[config.mk]
export PLATFORM = sky130hd
export DESIGN_NAME = reg_writeback_flat
export DESIGN_NICKNAME = d
export VERILOG_FILES = /design/src/rtl/reg_writeback_pkg.sv /design/src/rtl/reg_writeback_if.sv /design/src/rtl/reg_writeback_fifo.sv /design/src/rtl/reg_writeback.sv /design/src/flat_wrapper.sv
export SDC_FILE = /design/constraint.sdc
export NUM_CORES = 1
export LEC_CHECK = 0
export BUFFER_PORTS_ARGS = -buffer_cell sky130_fd_sc_hd__buf_2
export CORE_UTILIZATION = 37
export DETAILED_ROUTE_END_ITERATION = 8
export PLACE_DENSITY_LB_ADDON = 0.15
export SLEW_MARGIN = 20
export SYNTH_ARGS = -nofsm -noshare
export SYNTH_HDL_FRONTEND = slang
export SYNTH_HIERARCHICAL = 1
export SYNTH_SLANG_ARGS = --single-unit
[constraint.sdc]
create_clock -name clk -period 3.2 [get_ports clk]
set_input_delay 0.8 -clock clk [delete_from_list [all_inputs] [get_ports clk]]
set_output_delay 0.8 -clock clk [all_outputs]
set_load 0.005 [all_outputs]
[src/rtl/reg_writeback_pkg.sv]
// Shared types and constants for the integer register-file writeback path.
// Package riscv_wb_pkg: data/index widths, buffered result entry, ceil-log2 helper.
package riscv_wb_pkg;

    localparam int XLEN   = 32;
    localparam int REG_AW = 5;

    typedef struct packed {
        logic [REG_AW-1:0] rd;
        logic [XLEN-1:0]   data;
    } wb_entry_t;

    function automatic int clog2(input int value);
        int r;
        r = 32'sd0;
        while ((32'sd1 << r) < value) begin
            r = r + 32'sd1;
        end
        return r;
    endfunction

endpackage

[src/rtl/reg_writeback_if.sv]
// Writeback bus between the execute units, decode and the register-file write port.
// WB_FORWARD_EN adds the decode forwarding outputs rs1_fwd_hit, rs2_fwd_hit and fwd_data.
interface reg_writeback_if;
    import riscv_wb_pkg::*;

    logic              alu_valid;
    logic [REG_AW-1:0] alu_rd;
    logic [XLEN-1:0]   alu_data;
    logic              mc_valid;
    logic              mc_ready;
    logic [REG_AW-1:0] mc_rd;
    logic [XLEN-1:0]   mc_data;
    logic              iss_valid;
    logic              iss_mc;
    logic [REG_AW-1:0] iss_rd;
    logic [REG_AW-1:0] rs1;
    logic [REG_AW-1:0] rs2;
    logic              rs1_busy;
    logic              rs2_busy;
    logic [REG_AW-1:0] rd;
    logic [XLEN-1:0]   rd_data;
    logic              reg_write;

`ifdef WB_FORWARD_EN
    logic              rs1_fwd_hit;
    logic              rs2_fwd_hit;
    logic [XLEN-1:0]   fwd_data;

    modport slave (
        input  alu_valid, alu_rd, alu_data, mc_valid, mc_rd, mc_data,
               iss_valid, iss_mc, iss_rd, rs1, rs2,
        output mc_ready, rs1_busy, rs2_busy, rd, rd_data, reg_write,
               rs1_fwd_hit, rs2_fwd_hit, fwd_data
    );
    modport master (
        output alu_valid, alu_rd, alu_data, mc_valid, mc_rd, mc_data,
               iss_valid, iss_mc, iss_rd, rs1, rs2,
        input  mc_ready, rs1_busy, rs2_busy, rd, rd_data, reg_write,
               rs1_fwd_hit, rs2_fwd_hit, fwd_data
    );
`else
    modport slave (
        input  alu_valid, alu_rd, alu_data, mc_valid, mc_rd, mc_data,
               iss_valid, iss_mc, iss_rd, rs1, rs2,
        output mc_ready, rs1_busy, rs2_busy, rd, rd_data, reg_write
    );
    modport master (
        output alu_valid, alu_rd, alu_data, mc_valid, mc_rd, mc_data,
               iss_valid, iss_mc, iss_rd, rs1, rs2,
        input  mc_ready, rs1_busy, rs2_busy, rd, rd_data, reg_write
    );
`endif

endinterface

[src/rtl/reg_writeback_fifo.sv]
// wb_fifo: synchronous FIFO of pending multi-cycle results; pushes while full and
// pops while empty are ignored so the caller may drive raw requests.
module wb_fifo
    import riscv_wb_pkg::*;
#(
    parameter int DEPTH = 4
) (
    input  logic                        clk,
    input  logic                        rst,
    input  logic                        push_i,
    input  wb_entry_t                   din_i,
    input  logic                        pop_i,
    output wb_entry_t                   dout_o,
    output logic                        empty_o,
    output logic [clog2(DEPTH+1)-1:0]   count_o
);

    localparam int AW = clog2(DEPTH);
    localparam int CW = clog2(DEPTH + 1);

    wb_entry_t       mem_q [DEPTH];
    logic [AW-1:0]   wr_ptr_q;
    logic [AW-1:0]   rd_ptr_q;
    logic [CW-1:0]   count_q;
    logic            full_s;
    logic            push_ok_s;
    logic            pop_ok_s;

    assign full_s    = (count_q == CW'(DEPTH));
    assign empty_o   = (count_q == CW'(0));
    assign push_ok_s = push_i && !full_s;
    assign pop_ok_s  = pop_i && !empty_o;
    assign dout_o    = mem_q[rd_ptr_q];
    assign count_o   = count_q;

    // Pointer and occupancy update; power-of-two depth lets pointers wrap naturally.
    always_ff @(posedge clk) begin
        if (rst) begin
            wr_ptr_q <= AW'(0);
            rd_ptr_q <= AW'(0);
            count_q  <= CW'(0);
        end else begin
            if (push_ok_s) wr_ptr_q <= wr_ptr_q + AW'(1);
            if (pop_ok_s)  rd_ptr_q <= rd_ptr_q + AW'(1);
            case ({push_ok_s, pop_ok_s})
                2'b10:   count_q <= count_q + CW'(1);
                2'b01:   count_q <= count_q - CW'(1);
                default: count_q <= count_q;
            endcase
        end
    end

    // Entry storage; contents need no reset because occupancy gates every read.
    always_ff @(posedge clk) begin
        if (push_ok_s) mem_q[wr_ptr_q] <= din_i;
    end

endmodule

[src/rtl/reg_writeback.sv]
// reg_writeback: merges ALU and buffered multi-cycle results onto the single register-file
// write port and tracks pending multi-cycle destinations. Optional macro: WB_FORWARD_EN.
module reg_writeback
    import riscv_wb_pkg::*;
#(
    parameter int FIFO_DEPTH = 4
) (
    input  logic             clk,
    input  logic             rst,
    reg_writeback_if.slave   wb
);

    localparam int CW    = clog2(FIFO_DEPTH + 1);
    localparam int NREGS = 2 ** REG_AW;

    wb_entry_t          push_entry_s;
    wb_entry_t          head_s;
    logic               fifo_empty_s;
    logic [CW-1:0]      fifo_count_s;
    logic               mc_ready_s;
    logic               push_s;
    logic               alu_wr_s;
    logic               pop_s;
    logic               fifo_wr_s;

    logic               reg_write_q, reg_write_d;
    logic [REG_AW-1:0]  rd_q, rd_d;
    logic [XLEN-1:0]    rd_data_q, rd_data_d;
    logic [NREGS-1:0]   busy_q, busy_d;
    logic [NREGS-1:0]   set_s, clr_s;

    assign mc_ready_s        = (fifo_count_s != CW'(FIFO_DEPTH));
    assign push_s            = wb.mc_valid && mc_ready_s;
    assign push_entry_s.rd   = wb.mc_rd;
    assign push_entry_s.data = wb.mc_data;

    // An ALU result aimed at x0 is a bubble, so the FIFO may drain under it.
    assign alu_wr_s  = wb.alu_valid && (wb.alu_rd != REG_AW'(0));
    assign pop_s     = !alu_wr_s && !fifo_empty_s;
    assign fifo_wr_s = pop_s && (head_s.rd != REG_AW'(0));

    wb_fifo #(.DEPTH(FIFO_DEPTH)) u_fifo (
        .clk     (clk),
        .rst     (rst),
        .push_i  (push_s),
        .din_i   (push_entry_s),
        .pop_i   (pop_s),
        .dout_o  (head_s),
        .empty_o (fifo_empty_s),
        .count_o (fifo_count_s)
    );

    // Write-port source selection; index and data hold when nothing is written.
    always_comb begin
        reg_write_d = 1'b0;
        rd_d        = rd_q;
        rd_data_d   = rd_data_q;
        if (alu_wr_s) begin
            reg_write_d = 1'b1;
            rd_d        = wb.alu_rd;
            rd_data_d   = wb.alu_data;
        end else if (fifo_wr_s) begin
            reg_write_d = 1'b1;
            rd_d        = head_s.rd;
            rd_data_d   = head_s.data;
        end else begin
            reg_write_d = 1'b0;
        end
    end

`ifdef WB_FORWARD_EN
    // Busy clears as the pop is registered; decode picks the value off the forward path.
    always_comb begin
        clr_s = {NREGS{1'b0}};
        if (fifo_wr_s) clr_s[head_s.rd] = 1'b1;
        else           clr_s = {NREGS{1'b0}};
    end

    assign wb.rs1_fwd_hit = reg_write_q && (rd_q == wb.rs1) && (wb.rs1 != REG_AW'(0));
    assign wb.rs2_fwd_hit = reg_write_q && (rd_q == wb.rs2) && (wb.rs2 != REG_AW'(0));
    assign wb.fwd_data    = rd_data_q;
`else
    logic from_fifo_q;

    // Busy clears only once the file has committed, so the stall spans the write cycle.
    always_comb begin
        clr_s = {NREGS{1'b0}};
        if (reg_write_q && from_fifo_q) clr_s[rd_q] = 1'b1;
        else                            clr_s = {NREGS{1'b0}};
    end

    // Remembers that the current write came from the FIFO.
    always_ff @(posedge clk) begin
        if (rst) from_fifo_q <= 1'b0;
        else     from_fifo_q <= !alu_wr_s && fifo_wr_s;
    end
`endif

    // Busy update: a same-edge set overrides the clear; x0 is never busy.
    always_comb begin
        set_s = {NREGS{1'b0}};
        if (wb.iss_valid && wb.iss_mc && (wb.iss_rd != REG_AW'(0))) set_s[wb.iss_rd] = 1'b1;
        else                                                        set_s = {NREGS{1'b0}};
        busy_d    = (busy_q & ~clr_s) | set_s;
        busy_d[0] = 1'b0;
    end

    // Output and scoreboard registers.
    always_ff @(posedge clk) begin
        if (rst) begin
            reg_write_q <= 1'b0;
            rd_q        <= REG_AW'(0);
            rd_data_q   <= XLEN'(0);
            busy_q      <= {NREGS{1'b0}};
        end else begin
            reg_write_q <= reg_write_d;
            rd_q        <= rd_d;
            rd_data_q   <= rd_data_d;
            busy_q      <= busy_d;
        end
    end

    assign wb.mc_ready  = mc_ready_s;
    assign wb.rs1_busy  = (wb.rs1 != REG_AW'(0)) && busy_q[wb.rs1];
    assign wb.rs2_busy  = (wb.rs2 != REG_AW'(0)) && busy_q[wb.rs2];
    assign wb.rd        = rd_q;
    assign wb.rd_data   = rd_data_q;
    assign wb.reg_write = reg_write_q;

endmodule

[src/flat_wrapper.sv]
// flat-port wrapper written by rule: the top's interface ports become plain ports
module reg_writeback_flat import riscv_wb_pkg::*;
#(
    parameter int FIFO_DEPTH = 4
)
  (clk, rst, wb_alu_valid, wb_alu_rd, wb_alu_data, wb_mc_valid, wb_mc_rd, wb_mc_data, wb_iss_valid, wb_iss_mc, wb_iss_rd, wb_rs1, wb_rs2, wb_mc_ready, wb_rs1_busy, wb_rs2_busy, wb_rd, wb_rd_data, wb_reg_write);
  reg_writeback_if wb_i ();
  input  logic clk;
  input  logic rst;
  input wire logic [$bits(wb_i.alu_valid)-1:0] wb_alu_valid;
  input wire logic [$bits(wb_i.alu_rd)-1:0] wb_alu_rd;
  input wire logic [$bits(wb_i.alu_data)-1:0] wb_alu_data;
  input wire logic [$bits(wb_i.mc_valid)-1:0] wb_mc_valid;
  input wire logic [$bits(wb_i.mc_rd)-1:0] wb_mc_rd;
  input wire logic [$bits(wb_i.mc_data)-1:0] wb_mc_data;
  input wire logic [$bits(wb_i.iss_valid)-1:0] wb_iss_valid;
  input wire logic [$bits(wb_i.iss_mc)-1:0] wb_iss_mc;
  input wire logic [$bits(wb_i.iss_rd)-1:0] wb_iss_rd;
  input wire logic [$bits(wb_i.rs1)-1:0] wb_rs1;
  input wire logic [$bits(wb_i.rs2)-1:0] wb_rs2;
  output wire logic [$bits(wb_i.mc_ready)-1:0] wb_mc_ready;
  output wire logic [$bits(wb_i.rs1_busy)-1:0] wb_rs1_busy;
  output wire logic [$bits(wb_i.rs2_busy)-1:0] wb_rs2_busy;
  output wire logic [$bits(wb_i.rd)-1:0] wb_rd;
  output wire logic [$bits(wb_i.rd_data)-1:0] wb_rd_data;
  output wire logic [$bits(wb_i.reg_write)-1:0] wb_reg_write;
  assign wb_i.alu_valid = wb_alu_valid;
  assign wb_i.alu_rd = wb_alu_rd;
  assign wb_i.alu_data = wb_alu_data;
  assign wb_i.mc_valid = wb_mc_valid;
  assign wb_i.mc_rd = wb_mc_rd;
  assign wb_i.mc_data = wb_mc_data;
  assign wb_i.iss_valid = wb_iss_valid;
  assign wb_i.iss_mc = wb_iss_mc;
  assign wb_i.iss_rd = wb_iss_rd;
  assign wb_i.rs1 = wb_rs1;
  assign wb_i.rs2 = wb_rs2;
  assign wb_mc_ready = wb_i.mc_ready;
  assign wb_rs1_busy = wb_i.rs1_busy;
  assign wb_rs2_busy = wb_i.rs2_busy;
  assign wb_rd = wb_i.rd;
  assign wb_rd_data = wb_i.rd_data;
  assign wb_reg_write = wb_i.reg_write;
  reg_writeback #(.FIFO_DEPTH(FIFO_DEPTH)) u_core (.clk(clk), .rst(rst), .wb(wb_i));
endmodule
Word level (Yosys, flattened, before mapping)
Memory sizes are Yosys's and may differ from the RTL's. A register that Yosys moved wholly into a read port is not among the register bits.
Index checks and enable logic that the tools add are counted.
{"block": "op_classes", "n_addsub": 4, "eq_ne": 4, "reduce_logical": 25, "bitwise_logic": 3, "n_lt_le_gt_ge": 6, "muxes": 21}
{"operator": "$mux 32", "count": 4}
{"operator": "$and 32x32->32", "count": 1}
{"operator": "$not 32->32", "count": 1}
{"operator": "$or 32x32->32", "count": 1}
{"operator": "$reduce_bool 5->1", "count": 5}
{"operator": "$lt 5x6->1 const B", "count": 4}
{"operator": "$logic_and 1x1->1", "count": 14}
{"operator": "$bmux 1 s5", "count": 2}
{"operator": "$demux 1 s5", "count": 2}
{"operator": "$ge 5x1->1 const B", "count": 2}
{"operator": "$mux 5", "count": 2}
{"operator": "$mux 1", "count": 8}
{"operator": "$pmux 3 s2", "count": 1}
{"operator": "$add 2x1->2 const B", "count": 2}
{"operator": "$mux 2", "count": 2}
{"operator": "$reduce_bool 2->1", "count": 2}
{"operator": "$add 3x1->3 const B", "count": 1}
{"operator": "$eq 3x3->1 const B", "count": 1}
{"operator": "$logic_not 1->1", "count": 3}
{"operator": "$logic_not 3->1", "count": 1}
{"operator": "$ne 3x3->1 const B", "count": 1}
{"operator": "$sub 3x1->3 const B", "count": 1}
{"operator": "$eq 2x1->1 const B", "count": 1}
{"operator": "$eq 2x2->1 const B", "count": 1}
{"block": "word_totals", "elab_cells": 73, "ff_bits": 78, "ramBits": 148, "memories": 1}
{"name": "u_core.u_fifo.mem_q", "words": 4, "word_bits": 37, "read_ports": 1, "rd_clocked_by_memory_dff": 1, "write_ports": 1, "line_no": "reg_writeback_fifo.sv:21", "rtl": "wb_entry_t mem_q [DEPTH];"}

Depth between registers and ports, before layout
{"block": "depth", "word_depth": 8, "depth_mapped": 12, "ltp_nobuf": 12}

Modules after synthesis
Netlist, hierarchy kept.
{"module": "wb_fifo", "n_inst": 1, "seq_area_each_um2": 4624.4, "cells_per_inst": 246, "area_each_um2": 5878.1}
{"module": "reg_writeback", "n_inst": 1, "seq_area_each_um2": 1401.3, "cells_per_inst": 433, "area_each_um2": 3519.6}

Worst setup path before layout
Ideal clock, no wire load.
{"block": "synth_timing", "path_type": "input port to flip-flop", "from": "in wb_alu_rd[0]", "to": "reg u_core.u_fifo.count_q[2], in the netlist u_core/u_fifo/count_o[2]", "arrival_time_ns": 3.259, "required_ns": 3.130, "path_slack_ns": -0.129, "stages": 12, "cell_sequence": "or4_4 > o21ai_4 > buf_2 > nor2b_1 > o31ai_1 > inv_1 > ha_1 > inv_1 > fa_1 > xor2_1 > or3_1 > a21oi_1"}
{"block": "synth_via", "elab_chain_len": 7, "word_cells_on_any_way": 9}
{"item": "start: declaration", "line_no": "flat_wrapper.sv:11", "rtl": "input wire logic [$bits(wb_i.alu_rd)-1:0] wb_alu_rd;"}
{"item": "$reduce_bool 5->1 *", "line_no": "reg_writeback.sv:38", "rtl": "assign alu_wr_s = wb.alu_valid && (wb.alu_rd != REG_AW'(0));"}
{"item": "$logic_and 1x1->1 *", "line_no": "reg_writeback.sv:38"}
{"item": "$logic_not 1->1 *", "line_no": "reg_writeback.sv:39", "rtl": "assign pop_s = !alu_wr_s && !fifo_empty_s;"}
{"item": "$logic_and 1x1->1 *", "line_no": "reg_writeback.sv:39"}
{"item": "net u_core.pop_s", "line_no": "reg_writeback.sv:23", "rtl": "logic pop_s;"}
{"item": "$logic_and 1x1->1 *", "line_no": "reg_writeback_fifo.sv:32", "rtl": "assign pop_ok_s = pop_i && !empty_o;"}
{"item": "net u_core.u_fifo.pop_ok_s", "line_no": "reg_writeback_fifo.sv:27", "rtl": "logic pop_ok_s;"}
{"item": "$eq 2x1->1 or $eq 2x2->1 (tied branches)", "line_no": "reg_writeback_fifo.sv:45", "rtl": "case ({push_ok_s, pop_ok_s})"}
{"item": "$pmux 3 s2 or $reduce_bool 2->1 (tied branches)"}
{"item": "end signal: assignment", "line_no": "reg_writeback_fifo.sv:46", "rtl": "2'b10: count_q <= count_q + CW'(1);"}
{"item": "end signal: assignment", "line_no": "reg_writeback_fifo.sv:47", "rtl": "2'b01: count_q <= count_q - CW'(1);"}
{"item": "end signal: assignment", "line_no": "reg_writeback_fifo.sv:48", "rtl": "default: count_q <= count_q;"}
{"item": "end: declaration", "line_no": "reg_writeback_fifo.sv:24", "rtl": "logic [CW-1:0] count_q;"}
The timed path passes the listed nets; every way through them passes the cells marked *.
A chain may end at the register's enable or synchronous reset.

Worst setup path in the final report
{"block": "layout_timing", "from": "in wb_rs1[0]", "to": "out wb_rs1_busy"}
{"block": "layout_via", "elab_chain_len": 3, "word_cells_on_any_way": 4}
{"item": "start: declaration", "line_no": "flat_wrapper.sv:19", "rtl": "input wire logic [$bits(wb_i.rs1)-1:0] wb_rs1;"}
{"item": "$bmux 1 s5", "line_no": "reg_writeback.sv:124", "rtl": "assign wb.rs1_busy = (wb.rs1 != REG_AW'(0)) && busy_q[wb.rs1];"}
{"item": "$mux 1 (not written as such)", "line_no": "reg_writeback.sv:124"}
{"item": "$logic_and 1x1->1 *", "line_no": "reg_writeback.sv:124"}
{"item": "end: declaration", "line_no": "flat_wrapper.sv:22", "rtl": "output wire logic [$bits(wb_i.rs1_busy)-1:0] wb_rs1_busy;"}
Every way passes the cells marked *; elsewhere a longest branch is shown, timed or not. The select of a mux whose other input is x is not followed.

==> results.sh <==
export IMPL_clockBufferDepth=3
export IMPL_relSlewSlack_pct=45.40
export IMPL_synth_seq_area_share_pct=64.12
export IMPL_clk_pin_slew_worst_paths_ps=60
export IMPL_layout_common_cells="edfxtp_1 (148), buf_2 (134), nand2_1 (109)"
export IMPL_grt_usage_pct=17.88
export IMPL_yosysWarnings=6
export IMPL_place_port_buffers=135
export IMPL_die_area_um2=26040
export IMPL_placed_area_um2=10470
export IMPL_synth_edf_count=148
export IMPL_ys_flop_type="edfxtp_1"
export IMPL_ys_types=49
export IMPL_rsz0062_at_grt="no"
export IMPL_grt_pass1_wl_um=36120
export IMPL_pin_count=136
export IMPL_cts_resized=0
export IMPL_setup_viol=0
export IMPL_insertion_delay_ps=510
export IMPL_max_freq_mhz=326.8
export IMPL_crit_arrival_ps=2260
export IMPL_hp_class="flip-flop to flip-flop"
export IMPL_worst_pin_slew_ps=819.0
export IMPL_hpwl_um=15480
export IMPL_synth_seq_cells=227
export IMPL_slew_violations=0
export IMPL_area_growth_pct=19.45
export IMPL_numCtsBuffers=24
export IMPL_hold_viol=0
export IMPL_cts_tree="yes"
export IMPL_fillCellCount=2224
export IMPL_grt_pass1_vias=6558
export IMPL_max_cap_violations=0
export IMPL_via_per_inst=5.333
export IMPL_hold_ws_ps=482.9
export IMPL_clock_sinks=227
export IMPL_firstDrtPassIters=5
export IMPL_grt_max_degree=71
export IMPL_outcome="finished, final reports clean"
export IMPL_cts_setup_buffers=0
export IMPL_first_iter_violations=336
export IMPL_vias=6208
export IMPL_critPathLaunchType="primary input"
export IMPL_p_leak_uw=0.003951
export IMPL_antenna_found_initial=4
export IMPL_row_count=57
export IMPL_holdBufCountCts=0
export IMPL_grt_overflow=0
export IMPL_design_area_um2=11230
export IMPL_worst_ep_required_time_ps=2400
export IMPL_gp_congestion=0.8782
export IMPL_cp_end_kind="primary output"
export IMPL_crit_type="primary input to primary output"
export IMPL_skew_ps=9.405
export IMPL_cp_max_fo=9
export IMPL_antenna_left=0
export IMPL_synth_area_um2=9398
export IMPL_fin_crit_ps=3060
export IMPL_start_util_pct=38.19
export IMPL_synthArstFlopShare_pct=0
export IMPL_syn_area_per_cell_um2=13.84
export IMPL_die_h_um=161.4
export IMPL_layout_commonest_cell="edfxtp_1"
export IMPL_coreArea_um2=24600
export IMPL_wl_per_cell_um=19.67
export IMPL_fin_crit_sh_pct=95.62
export IMPL_power_density_nw_per_um2=713.3
export IMPL_peakVddDrop_v=0.0004127
export IMPL_wl_um=22890
export IMPL_root_buffer="clkbuf_16"
export IMPL_synth_nets=780
export IMPL_drive_gt1_share_pct=29.75
export IMPL_dieWidth_um=161.4
export IMPL_fin_nets=920
export IMPL_syn_inst=679
export IMPL_cts_htree_levels=1
export IMPL_drcViolationCount=0
area by class of cell:
cell class,count,area (um2),area share [%]
inverters,8,30.03,0.2675
diodes,3,7.507,0.06687
clock buffers,33,684.4,6.097
well taps,324,405.4,3.611
repair buffers,153,850.8,7.579
clock inverters,11,58.81,0.5239
flip-flops and latches,227,6028,53.70
multi-input cells,405,3161,28.15
path summary, 6_finish.rpt:
path | slack [ps] | to | start | cells after the start
worst max-delay path | 140 | wb_rs1_busy | wb_rs1[0] | 6
worst min-delay path | 480 | u_core/wb.rd_data[27]$_SDFFE_PP0P_ | u_core/wb.rd_data[27]$_SDFFE_PP0P_ | 2
worst max register to register | 600 | u_core/wb.rd_data[5]$_SDFFE_PP0P_ | flip-flop | 6
worst min register to register | 480 | u_core/wb.rd_data[27]$_SDFFE_PP0P_ | u_core/wb.rd_data[27]$_SDFFE_PP0P_ | 2
synthesized netlist by cell type, types with 4 or more instances:
cell | number | area, um2
buf_2 | 10 | 50.05
nand2b_1 | 4 | 25.02
o21ai_0 | 37 | 185.2
edfxtp_1 | 148 | 4444
and2_1 | 5 | 31.28
ha_1 | 5 | 62.56
mux4_1 | 7 | 183.9
or3_1 | 4 | 25.02
mux4_2 | 44 | 991.0
inv_1 | 8 | 30.03
nor2_1 | 57 | 214.0
nand2_1 | 109 | 409.1
mux2i_1 | 6 | 60.06
dfxtp_1 | 79 | 1582
nor2b_1 | 9 | 56.30
nor3b_1 | 6 | 45.04
a21oi_1 | 37 | 185.2
nand4b_1 | 4 | 35.03
a311oi_1 | 32 | 280.3
clkbuf_1 | 21 | 78.83
nand3_1 | 4 | 20.02
where the power goes:
part | internal, uW | total [uW] | switching, uW | leakage, uW
Combinational | 725 | 1770 | 1040 | 0.00158
Sequential | 3480 | 3660 | 180 | 0.00201
Clock | 1490 | 2580 | 1090 | 0.000368
layer usage:
metal	share of wire (%)	wire (um)	global-route usage [%]	vias up
met5	0.057	13	0	-
met4	1.7	388	4.760	2
met3	6.6	1520	3.647	32
met2	49	11330	30.98	195
met1	42	9643	22.75	3103
li1	-	-	-	2876
critical path: stages:
cell and delay (ps):
clkbuf_4 200, mux4_2 510, nor3b_1 200, a2111oi_0 100, a211o_1 320, buf_2 130
registers in the layout, summed over array words and instances, names as in the netlist, named ones only:
signal,count
u_core/wb.reg_write,1
u_core/u_fifo/rd_ptr_q,2
u_core/u_fifo/count_o,3
u_core/wb.rd,5
u_core/u_fifo/mem_q,148
u_core/busy_q,31
u_core/wb.rd_data,32
u_core/u_fifo/wr_ptr_q,2
u_core/from_fifo_q,1
cells by family after synthesis:
logic type                 share of synthesized area (%)
buffers and inverters                              2.663
adders and majority gates                         0.8787
and+or+nand+nor                                    10.20
DFF                                                64.12
xor gates and xnor gates                          0.2796
AOI/OAI and AO/OA                                  8.361
muxes                                              13.50
metrics by stage:
stage / util, % / power [uW] / worst slack (ps) / std cells / TNS [ps]
after global placement: 42.56 / 5487 / 89.76 / 1117 / 0
after global routing: 45.59 / 8422 / 66.43 / 1161 / 0
after CTS: 45.58 / 8132 / 68.51 / 1161 / 0
after detailed placement: 42.56 / 5529 / -10.62 / 1117 / -10.62
after floorplan: - / 4848 / 42.36 / 679 / 0
final: 45.62 / 8007 / 140.0 / 1164 / 0
Note: power is estimated with default switching activity, not from simulation.
